[src/rtl/qdec_defs.sv]
// Shared definitions for the quadrature pulse decoder: FSM states, Gray step
// classification and pending-queue saturation limits.
package qdec_defs;

  typedef enum logic [1:0] {
    ST_IDLE    = 2'd0,
    ST_UP_HOLD = 2'd1,
    ST_DN_HOLD = 2'd2,
    ST_GAP     = 2'd3
  } qdec_state_e;

  typedef enum logic [1:0] {
    STEP_NONE    = 2'd0,
    STEP_INC     = 2'd1,
    STEP_DEC     = 2'd2,
    STEP_ILLEGAL = 2'd3
  } qdec_step_e;

  localparam logic signed [3:0] PEND_MAX = 4'sd7;
  localparam logic signed [3:0] PEND_MIN = -4'sd7;

  // Classify a {a,b} -> {a,b} transition; CW order is 00,01,11,10.
  function automatic qdec_step_e gray_step(input logic [1:0] prev, input logic [1:0] cur);
    qdec_step_e step;
    case ({prev, cur})
      4'b0001, 4'b0111, 4'b1110, 4'b1000: step = STEP_INC;
      4'b0010, 4'b1011, 4'b1101, 4'b0100: step = STEP_DEC;
      4'b0011, 4'b1100, 4'b0110, 4'b1001: step = STEP_ILLEGAL;
      default:                            step = STEP_NONE;
    endcase
    return step;
  endfunction

endpackage

[src/rtl/qdec_glitch_filter.sv]
// Per-channel 2-flop synchroniser followed by a stable-level filter; while
// unprimed the filtered value simply follows the synchronised pin.
module qdec_glitch_filter #(
  parameter int FILTER_CYCLES = 1000
) (
  input  logic clk_in,
  input  logic reset,
  input  logic primed_i,
  input  logic pin_i,
  output logic filt_o
);

  localparam int CW = $clog2(FILTER_CYCLES) + 1;
  localparam logic [CW-1:0] CNT_LOAD = CW'(FILTER_CYCLES - 1);

  logic [1:0]    sync_q;
  logic          filt_q, filt_d;
  logic [CW-1:0] cnt_q, cnt_d;
  logic          sync_val;

  assign sync_val = sync_q[1];

  always_ff @(posedge clk_in) begin
    if (reset) begin
      sync_q <= 2'b00;
      filt_q <= 1'b0;
      cnt_q  <= CNT_LOAD;
    end else begin
      sync_q <= {sync_q[0], pin_i};
      filt_q <= filt_d;
      cnt_q  <= cnt_d;
    end
  end

  // Down-counter reloads whenever the levels agree; terminal count accepts the new level.
  always_comb begin
    filt_d = filt_q;
    cnt_d  = cnt_q;
    if (!primed_i) begin
      filt_d = sync_val;
      cnt_d  = CNT_LOAD;
    end else if (sync_val == filt_q) begin
      cnt_d = CNT_LOAD;
    end else if (cnt_q == '0) begin
      filt_d = sync_val;
      cnt_d  = CNT_LOAD;
    end else begin
      cnt_d = cnt_q - 1'b1;
    end
  end

  assign filt_o = filt_q;

endmodule

[src/rtl/quadrature_pulse_decoder.sv]
// Quadrature encoder front end: filtered Gray decode into stretched up/down pulses.
// Optional detent position counter is built when QDEC_POSITION_EN is defined.
//
// state      | meaning
// ST_IDLE    | no pulse, waiting for pending != 0
// ST_UP_HOLD | pulse_up high for PULSE_CYCLES
// ST_DN_HOLD | pulse_down high for PULSE_CYCLES
// ST_GAP     | both low for PULSE_CYCLES before next pulse
module quadrature_pulse_decoder
  import qdec_defs::*;
#(
  parameter int FILTER_CYCLES    = 1000,
  parameter int PULSE_CYCLES     = 50000,
  parameter int STEPS_PER_DETENT = 4
) (
  input  logic       clk_in,
  input  logic       reset,
  input  logic       enc_a,
  input  logic       enc_b,
  input  logic       enable,
  output logic       pulse_up,
  output logic       pulse_down,
  output logic [7:0] position,
  output logic       error
);

  localparam int PRIME_CYCLES = FILTER_CYCLES + 3;
  localparam int SW = $clog2(PRIME_CYCLES + 1);
  localparam int TW = $clog2(PULSE_CYCLES) + 1;
  localparam logic [TW-1:0] TIMER_LOAD = TW'(PULSE_CYCLES - 1);
  localparam logic signed [3:0] STEPS_S = 4'(STEPS_PER_DETENT);

  logic [SW-1:0]      startup_q, startup_d;
  logic               primed;
  logic               a_f, b_f;
  logic [1:0]         prev_state_q;
  qdec_step_e         step;
  logic signed [2:0]  substep_q, substep_d;
  logic signed [3:0]  sub_ext, sub_inc, sub_dec;
  logic signed [3:0]  pending_q, pending_d, pend_evt;
  logic               up_evt, dn_evt, illegal, sat_err;
  logic               error_q, error_d;
  qdec_state_e        state_q, state_d;
  logic [TW-1:0]      timer_q, timer_d;
  logic               deq_up, deq_dn;

  assign primed    = (startup_q == SW'(PRIME_CYCLES));
  assign startup_d = primed ? startup_q : startup_q + 1'b1;

  qdec_glitch_filter #(.FILTER_CYCLES(FILTER_CYCLES)) u_filt_a (
    .clk_in   (clk_in),
    .reset    (reset),
    .primed_i (primed),
    .pin_i    (enc_a),
    .filt_o   (a_f)
  );

  qdec_glitch_filter #(.FILTER_CYCLES(FILTER_CYCLES)) u_filt_b (
    .clk_in   (clk_in),
    .reset    (reset),
    .primed_i (primed),
    .pin_i    (enc_b),
    .filt_o   (b_f)
  );

  assign step    = gray_step(prev_state_q, {a_f, b_f});
  assign sub_ext = {substep_q[2], substep_q};
  assign sub_inc = sub_ext + 4'sd1;
  assign sub_dec = sub_ext - 4'sd1;

  always_comb begin
    substep_d = substep_q;
    up_evt    = 1'b0;
    dn_evt    = 1'b0;
    illegal   = 1'b0;
    if (!enable) begin
      substep_d = 3'sd0;
    end else if (primed) begin
      case (step)
        STEP_INC: begin
          if (sub_inc == STEPS_S) begin
            up_evt    = 1'b1;
            substep_d = 3'sd0;
          end else begin
            substep_d = sub_inc[2:0];
          end
        end
        STEP_DEC: begin
          if (sub_dec == -STEPS_S) begin
            dn_evt    = 1'b1;
            substep_d = 3'sd0;
          end else begin
            substep_d = sub_dec[2:0];
          end
        end
        STEP_ILLEGAL: illegal = 1'b1;
        default: ;
      endcase
    end
  end

  // Events land in pending before the FSM looks at it, so a pulse starts the next cycle.
  always_comb begin
    pend_evt = pending_q;
    sat_err  = 1'b0;
    if (!enable) begin
      pend_evt = 4'sd0;
    end else if (up_evt) begin
      if (pending_q == PEND_MAX) sat_err = 1'b1;
      else                       pend_evt = pending_q + 4'sd1;
    end else if (dn_evt) begin
      if (pending_q == PEND_MIN) sat_err = 1'b1;
      else                       pend_evt = pending_q - 4'sd1;
    end
  end

  always_comb begin
    if (deq_up)      pending_d = pend_evt - 4'sd1;
    else if (deq_dn) pending_d = pend_evt + 4'sd1;
    else             pending_d = pend_evt;
  end

  assign error_d = error_q | illegal | sat_err;

  always_ff @(posedge clk_in) begin
    if (reset) begin
      startup_q    <= '0;
      prev_state_q <= 2'b00;
      substep_q    <= 3'sd0;
      pending_q    <= 4'sd0;
      error_q      <= 1'b0;
    end else begin
      startup_q    <= startup_d;
      prev_state_q <= {a_f, b_f};
      substep_q    <= substep_d;
      pending_q    <= pending_d;
      error_q      <= error_d;
    end
  end

  always_ff @(posedge clk_in) begin
    if (reset) begin
      state_q <= ST_IDLE;
      timer_q <= '0;
    end else begin
      state_q <= state_d;
      timer_q <= timer_d;
    end
  end

  always_comb begin
    state_d = state_q;
    timer_d = timer_q;
    deq_up  = 1'b0;
    deq_dn  = 1'b0;
    case (state_q)
      ST_IDLE: begin
        if (pend_evt > 4'sd0) begin
          state_d = ST_UP_HOLD;
          timer_d = TIMER_LOAD;
          deq_up  = 1'b1;
        end else if (pend_evt < 4'sd0) begin
          state_d = ST_DN_HOLD;
          timer_d = TIMER_LOAD;
          deq_dn  = 1'b1;
        end
      end
      ST_UP_HOLD, ST_DN_HOLD: begin
        if (timer_q == '0) begin
          state_d = ST_GAP;
          timer_d = TIMER_LOAD;
        end else begin
          timer_d = timer_q - 1'b1;
        end
      end
      ST_GAP: begin
        if (timer_q == '0) state_d = ST_IDLE;
        else               timer_d = timer_q - 1'b1;
      end
      default: state_d = ST_IDLE;
    endcase
  end

  always_comb begin
    pulse_up   = (state_q == ST_UP_HOLD);
    pulse_down = (state_q == ST_DN_HOLD);
  end

  assign error = error_q;

`ifdef QDEC_POSITION_EN
  logic [7:0] position_q, position_d;

  always_comb begin
    position_d = position_q;
    if (up_evt)      position_d = position_q + 8'd1;
    else if (dn_evt) position_d = position_q - 8'd1;
  end

  always_ff @(posedge clk_in) begin
    if (reset) position_q <= 8'h00;
    else       position_q <= position_d;
  end

  assign position = position_q;
`else
  assign position = 8'h00;
`endif

endmodule

[config.mk]
export PLATFORM = sky130hd
export DESIGN_NAME = quadrature_pulse_decoder
export DESIGN_NICKNAME = d
export VERILOG_FILES = /design/src/rtl/qdec_defs.sv /design/src/rtl/qdec_glitch_filter.sv /design/src/rtl/quadrature_pulse_decoder.sv
export SDC_FILE = /design/constraint.sdc
export NUM_CORES = 1
export LEC_CHECK = 0
export BUFFER_PORTS_ARGS = -buffer_cell sky130_fd_sc_hd__buf_4
export CORE_ASPECT_RATIO = 0.6
export CORE_MARGIN = 10
export CORE_UTILIZATION = 65
export CTS_CLUSTER_SIZE = 20
export DETAILED_ROUTE_END_ITERATION = 8
export PLACE_DENSITY_LB_ADDON = 0.25
export SYNTH_ARGS = -nofsm -noshare
export SYNTH_HDL_FRONTEND = slang
export SYNTH_HIERARCHICAL = 1
export SYNTH_SLANG_ARGS = --single-unit
export TNS_END_PERCENT = 100
[constraint.sdc]
create_clock -name clk_in -period 7.55 [get_ports clk_in]
set_input_delay 1.1325 -clock clk_in [delete_from_list [all_inputs] [get_ports clk_in]]
set_output_delay 1.1325 -clock clk_in [all_outputs]
set_load 0.03 [all_outputs]
; ---- After elaboration in Yosys (flattened, before gate mapping)
; Memories as Yosys holds them, arrays and structs flattened.
; Cells that the tools add are included.
[word_totals]
mem_bits_ro = 32
input_bits = 5
word_cells = 112
regBits = 67
n_memories = 1
output_inout_bits = 11
[memory_table]
columns = name, depth, width, rd, rd_ports_with_merged_regs, wr, line_no
row1 = (name not given), 16, 2, 1, 0, 0, qdec_defs.sv:25  ; case ({prev, cur})
[classes]
n_addsub = 10
bitwise_logic = 4
n_lt_le_gt_ge = 2
n_reduce_logical = 14
mux = 47
eq_ne = 21
[op_table]
columns = op, n
row1 = 17-bit two-way mux, 4
row2 = 17-bit one-hot mux with 3 select lines, 1
row3 = 4-bit two-way mux, 7
row4 = 1-bit two-way mux, 27
row5 = 11-bit logical NOT, 2
row6 = 11-bit by 1-bit subtractor with 11-bit output (second input constant), 2
row7 = 17-bit logical NOT, 1
row8 = 17-bit by 1-bit subtractor with 17-bit output (second input constant), 1
row9 = 4-bit equality test (second input constant), 3
row10 = 10-bit by 1-bit adder with 10-bit output (second input constant), 1
row11 = 10-bit equality test (second input constant), 1
row12 = 2-bit != test (second input constant), 5
row13 = 4-bit by 2-bit adder with 4-bit output (second input constant), 2
row14 = 2-bit equality test (second input constant), 4
row15 = 2-bit two-way mux, 4
row16 = 2-bit AND reduction, 4
row17 = 4-bit OR reduction, 2
row18 = 4-bit by 2-bit subtractor with 4-bit output (second input constant), 2
row19 = 3-bit two-way mux, 2
row20 = 2-bit one-hot mux with 3 select lines, 1
row21 = 3-bit one-hot mux with 2 select lines, 1
row22 = 3-bit by 2-bit adder with 4-bit output (second input constant), 1
row23 = 2-bit by 1-bit equality test with 1-bit output (second input constant), 2
row24 = 4-bit by 3-bit equality test with 1-bit output (second input constant), 1
row25 = other kinds (12), 17

; ---- Longest topological paths before layout
[depth]
depth_word = 15
mapped_depth = 15
mapped_depth_nobuf = 14

; ---- Hierarchy
; The synthesis kept the hierarchy.
[by_module_without_submodules]
columns = mod, seq_area_each_um2, n_inst, cells_each, area_per_inst_um2
row1 = quadrature_pulse_decoder, 780.7, 1, 351, 2839.0
row2 = qdec_glitch_filter, 280.3, 2, 75, 718.2

; ---- Least setup slack after synthesis
; Ideal clock, no wire load.
[synth_path]
path_type = reg-to-reg
startpoint = register u_filt_a.filt_q, in the netlist u_filt_a/filt_o
endpoint = register timer_q[16]
arrival_ns = 2.954
n_path_buf = 1
path_slack_ns = 4.480
required_ns = 7.434
setup_time_ns = 0.116
synth_period_minus_slack_ns = 3.070
stages_incl_launch_ff = 13
cell_sequence = dfxtp_1 -> o21ai_0 -> o21ai_0 -> ha_1 -> and2_1 -> o211ai_1 -> a211oi_1 -> mux2_2 -> ha_1 -> o31ai_4 -> o31ai_4 -> buf_4 -> o211a_1
[synth_via]
elab_chain_len = 11
word_cells_on_any_way = 18
cone_classes = order compare: 2 / eq/ne: 3 / mux: 11 / reduce/logical: 1 / memory: 1
[synth_lines]
columns = element, line_no
row1 = start: declaration, qdec_glitch_filter.sv:17  ; logic filt_q, filt_d;
row2 = start signal: assignment, qdec_glitch_filter.sv:30  ; filt_q <= filt_d;
row3 = memory read 16 x 2 bit (*), -
row4 = 2-bit equality test, quadrature_pulse_decoder.sv:79  ; case (step)
row5 = 1-bit two-way mux, quadrature_pulse_decoder.sv:79
row6 = 1-bit two-way mux, quadrature_pulse_decoder.sv:78  ; end else if (primed) begin
row7 = 1-bit two-way mux, quadrature_pulse_decoder.sv:76  ; if (!enable) begin
row8 = 4-bit two-way mux, quadrature_pulse_decoder.sv:111  ; end else if (dn_evt) begin
row9 = 4-bit two-way mux (*), quadrature_pulse_decoder.sv:108  ; end else if (up_evt) begin
row10 = 4-bit two-way mux (*), quadrature_pulse_decoder.sv:106  ; if (!enable) begin
row11 = 4-bit by 1-bit > comparator with 1-bit output / 4-bit by 1-bit < comparator with 1-bit output (equally long branches), "quadrature_pulse_decoder.sv:158, quadrature_pulse_decoder.sv:162"
row12 = 17-bit two-way mux / 3-bit != test (equally long branches), -
row13 = 17-bit one-hot mux with 3 select lines / 2-bit AND reduction (equally long branches), -
row14 = end signal: assignment, quadrature_pulse_decoder.sv:147  ; timer_q <= timer_d;
row15 = end: declaration, quadrature_pulse_decoder.sv:44  ; logic [TW-1:0] timer_q, timer_d;
; Every way passes the cells marked *; elsewhere a longest branch is shown, timed or not.
; A chain may end at the register's enable or synchronous reset.

; ---- Worst setup path after layout
[layout_path]
startpoint = register u_filt_a.filt_q, in the netlist u_filt_a/filt_o
endpoint = register timer_q[14]
; Same word-level chain as after synthesis.

==> out/results.tsv <==
stage	metric	value	unit
grt	pin count of the biggest net entering global routing	36	
status	status	complete, no violations	
cts	clock root buffer	clkbuf_8	
synth	area share of and/or/nand/nor cells after synthesis	0.282	
critical_path	Critical Path Fanout Max	13	
die	IO Count	16	
job	total of max-cap violations	0	
cts	# resized after CTS	0	
synth	Cell Area, Synth	4280	µm²
layout	Layout area overhead	5.85	%
timing	post-layout min period	3.63	ns
critical_path	critical path type	reg2reg	
grt	antenna violations before repair	0	
route	average wire per standard cell	17.4	µm
synth	post-synthesis compound-gate area fraction	0.229	
layout	ANT cells	0	
die	Starting Density	0.684	
route	Final ANT Viol Nets	0	
cts	CTS tree	done	
critical_path	CP max-delay cell	o31ai_4	
placed_design	routability cong.	0.908	
synth	largest family of logic cells by synthesized area	simple AND/OR/NAND/NOR gates	
synth	Yosys reg bits	67	
timing	clock skew	0.00725	ns
critical_path	Crit path largest cell delay	0.60	ns
timing	setup slack after layout	3.92	ns
die	Core ar.	6250	µm²
placed_design	dpl hpwl	7.24	mm
cts	Max H-tree Level	3	
grt	gr ovfl total	0	
critical_path	R2R cell count	12	
cts	Clock Tree Buf Depth	2	
synth	Unique masters post-synth	77	
route	TritonRoute pass-1 iters	5	
critical_path	crit path buf inv count	1	
power	static leakage	0.00185	µW
timing	slew at the pin with the worst max-slew slack	0.902	ns
synth	Mean Syn Cell Area	8.53	µm²
critical_path	startpoint types	register	
layout	fraction of layout cells with a size suffix above 1	0.104	
power	Power Dens Cells	152	nW/µm²
route	vias per cell	6.69	
timing	setup TNS	0	ns
synth	Async S/R FF share, synth	0	
critical_path	worst reg-to-reg setup slack	3.92	ns
min_path	worst hold stages	1	
placed_design	PortBufs	7	
die	Die Y	82.8	µm
synth	most used flip-flop cell after synthesis	dfxtp_1	
min_path	Hold/Removal Path Class	reg2reg	
power	Max VDD drop	148	µV
min_path	hold_sp	u_filt_a/cnt_q[0]	
die	Die X	125	µm
route	Starting DRT DRC Count	554	
critical_path	Largest delay share family, worst path	compound AO/OA/AOI/OAI gates	
critical_path	CP Data Arrival Time	3.85	ns
timing	Max Clk Rate	0.276	GHz
timing	setup violators final	0	
die	Rows	22	
cts	Clk Latency, worst-skew pair	0.36	ns
synth	post-synthesis mux area share	0.0196	
route	final wirelength	10.3	mm
timing	fin crit share	0.481	
critical_path	Worst Path Required	7.77	ns
route	DRC viols	0	
critical_path	crit path cell chain	o21ai_0 > o21ai_0 > inv_1 > ha_1 > nand3b_1 > o211ai_1 > a211oi_1 > mux2_2 > ha_1 > o31ai_4 > o31ai_4 > o32ai_1	
grt	GR Util All Layers	0.194	
route	via count	3962	
timing	Slew Limit Fails	0	
cts	Inserted Clock Buffers	9	
timing	Fin. Hold Viols	0	
synth	number of synthesized flops with an enable pin	0	
min_path	Worst Hold Path EP	u_filt_a/cnt_q[0]	
critical_path	Setup crit end kind	register	
timing	RSZ-0062 raised after global routing	no	
cts	clock slew at reported path FFs	0.07	ns
grt	vias in the first global route	3611	
cts	clk sink count	67	
grt	first-pass GRT wire length	17.5	mm
synth	register area share after synthesis	0.314	
cts	hold-fix buffer count after cts	0	
synth	Ys Warns	6	
critical_path	FF-to-FF End	timer_q[14]	
synth	Adder-Cell Fraction of Synth Area	0.0615	
placed_design	Setup WS pre-CTS	4.05	ns
die	die area	10300	µm²
timing	Worst slew margin	0.397	
cts	post-CTS setup buffers	0	
synth	post-synthesis xor/xnor area fraction	0.0369	
layout	final-stage net count	529	
synth	Mapped Cells	501	
critical_path	RR Startpoint	u_filt_a/filt_o	
cells in the mapped netlist (4+ instances only):
library cell | n | area share
a21oi_1 | 28 | 0.033
a31oi_1 | 6 | 0.0088
a32oi_1 | 6 | 0.012
and2_1 | 5 | 0.0073
and3_1 | 12 | 0.018
buf_4 | 10 | 0.018
clkbuf_1 | 13 | 0.011
dfxtp_1 | 67 | 0.31
ha_1 | 21 | 0.061
inv_1 | 25 | 0.022
mux2i_1 | 5 | 0.012
nand2_1 | 32 | 0.028
nand2b_1 | 8 | 0.012
nand3_1 | 22 | 0.026
nor2_1 | 35 | 0.031
nor2b_1 | 12 | 0.018
nor3_1 | 20 | 0.023
nor3b_1 | 5 | 0.0088
nor4_1 | 7 | 0.010
nor4b_1 | 4 | 0.0082
o211ai_1 | 14 | 0.025
o21a_1 | 4 | 0.0070
o21ai_0 | 19 | 0.022
o31ai_1 | 7 | 0.012
o32ai_1 | 4 | 0.0082
or3_1 | 11 | 0.016
xnor2_1 | 6 | 0.012
xor2_1 | 12 | 0.025
flip-flops by register name, summed over array words and instances, names as in the netlist, 3 cells and up:
signal          cells
timer_q            17
u_filt_a/cnt_q     11
u_filt_b/cnt_q     11
startup_q          10
pending_q           4
substep_q           3
layout make-up:
| class | count | area (µm²) |
|---|---|---|
| Multi-Input combinational cell | 390 | 2720 |
| Fill cell | 491 | 1720 |
| Sequential cell | 67 | 1340 |
| Clock buffer | 11 | 141 |
| Inverter | 27 | 106 |
| Tap cell | 84 | 105 |
| Timing Repair Buffer | 8 | 60.1 |
| Clock inverter | 5 | 52.6 |
per-stage QoR:
stage	hold slack (ns)	cells	instance area, µm²	total power, µW	util
2_1_floorplan	0.393	508	4300	389	-
3_3_place_gp	0.410	576	4330	391	0.693
3_5_place_dp	0.412	576	4330	392	0.693
4_1_cts	0.426	592	4530	690	0.724
5_1_grt	0.452	592	4530	712	0.724
6_report	0.424	592	4530	687	0.724
worst max-delay path by stage:
stage                          from           to  slack, ns  cells past startpoint
global route        u_filt_a/filt_o  timer_q[14]       3.61                     12
floorplan           u_filt_a/filt_o  timer_q[16]       4.48                     12
CTS                 u_filt_a/filt_o  timer_q[14]       3.95                     12
global placement    u_filt_a/filt_o   timer_q[2]       4.23                     11
detailed placement  u_filt_a/filt_o   timer_q[2]       4.05                     11
finish              u_filt_a/filt_o  timer_q[14]       3.92                     12
cell usage in the layout (no fill, tap or decap), drive strengths merged, types with 5 or more instances in the layout:
cell type / count
or3: 13
nor4: 12
buf: 8
and2: 5
nand3: 24
dfxtp: 67
xnor2: 6
and3: 12
mux2i: 5
nor3: 21
conb: 8
or4: 5
o31ai: 11
nand2b: 8
a32oi: 6
nor2b: 12
clkbuf: 11
a31oi: 7
ha: 21
o211ai: 14
o32ai: 5
nor3b: 5
clkinv: 5
a21oi: 28
nand2: 32
xor2: 12
nor2: 35
o21ai: 21
inv: 25
logic make-up (layout without fill, tap and decap cells):
| logic type | Yosys count | count (layout) |
|---|---|---|
| simple gates | 205 | 205 |
| other cells | 1 | 8 |
| mux | 8 | 8 |
| xor+xnor | 18 | 18 |
| compound gates | 130 | 130 |
| fa+ha+maj | 21 | 21 |
| buf+inv | 51 | 51 |
| flops | 67 | 67 |
power breakdown:
part / switching (µW) / internal [µW] / total, µW / leakage (µW)
Combinational: 18.2 / 7.09 / 25.3 / 0.00121
Sequential: 3.37 / 356 / 359 / 0.000542
Clock: 143 / 160 / 303 / 0.0000991
Total: 164 / 523 / 687 / 0.00185
per-layer routing:
| metal | up-vias | wire (µm) | GRT usage |
|---|---|---|---|
| li1 | 1861 | - | - |
| met1 | 1892 | 4850 | 0.263 |
| met2 | 191 | 4410 | 0.289 |
| met3 | 18 | 922 | 0.0584 |
| met4 | 0 | 119 | 0.0545 |
| met5 | - | 0 | 0 |
(Power assumes the default switching activity.)
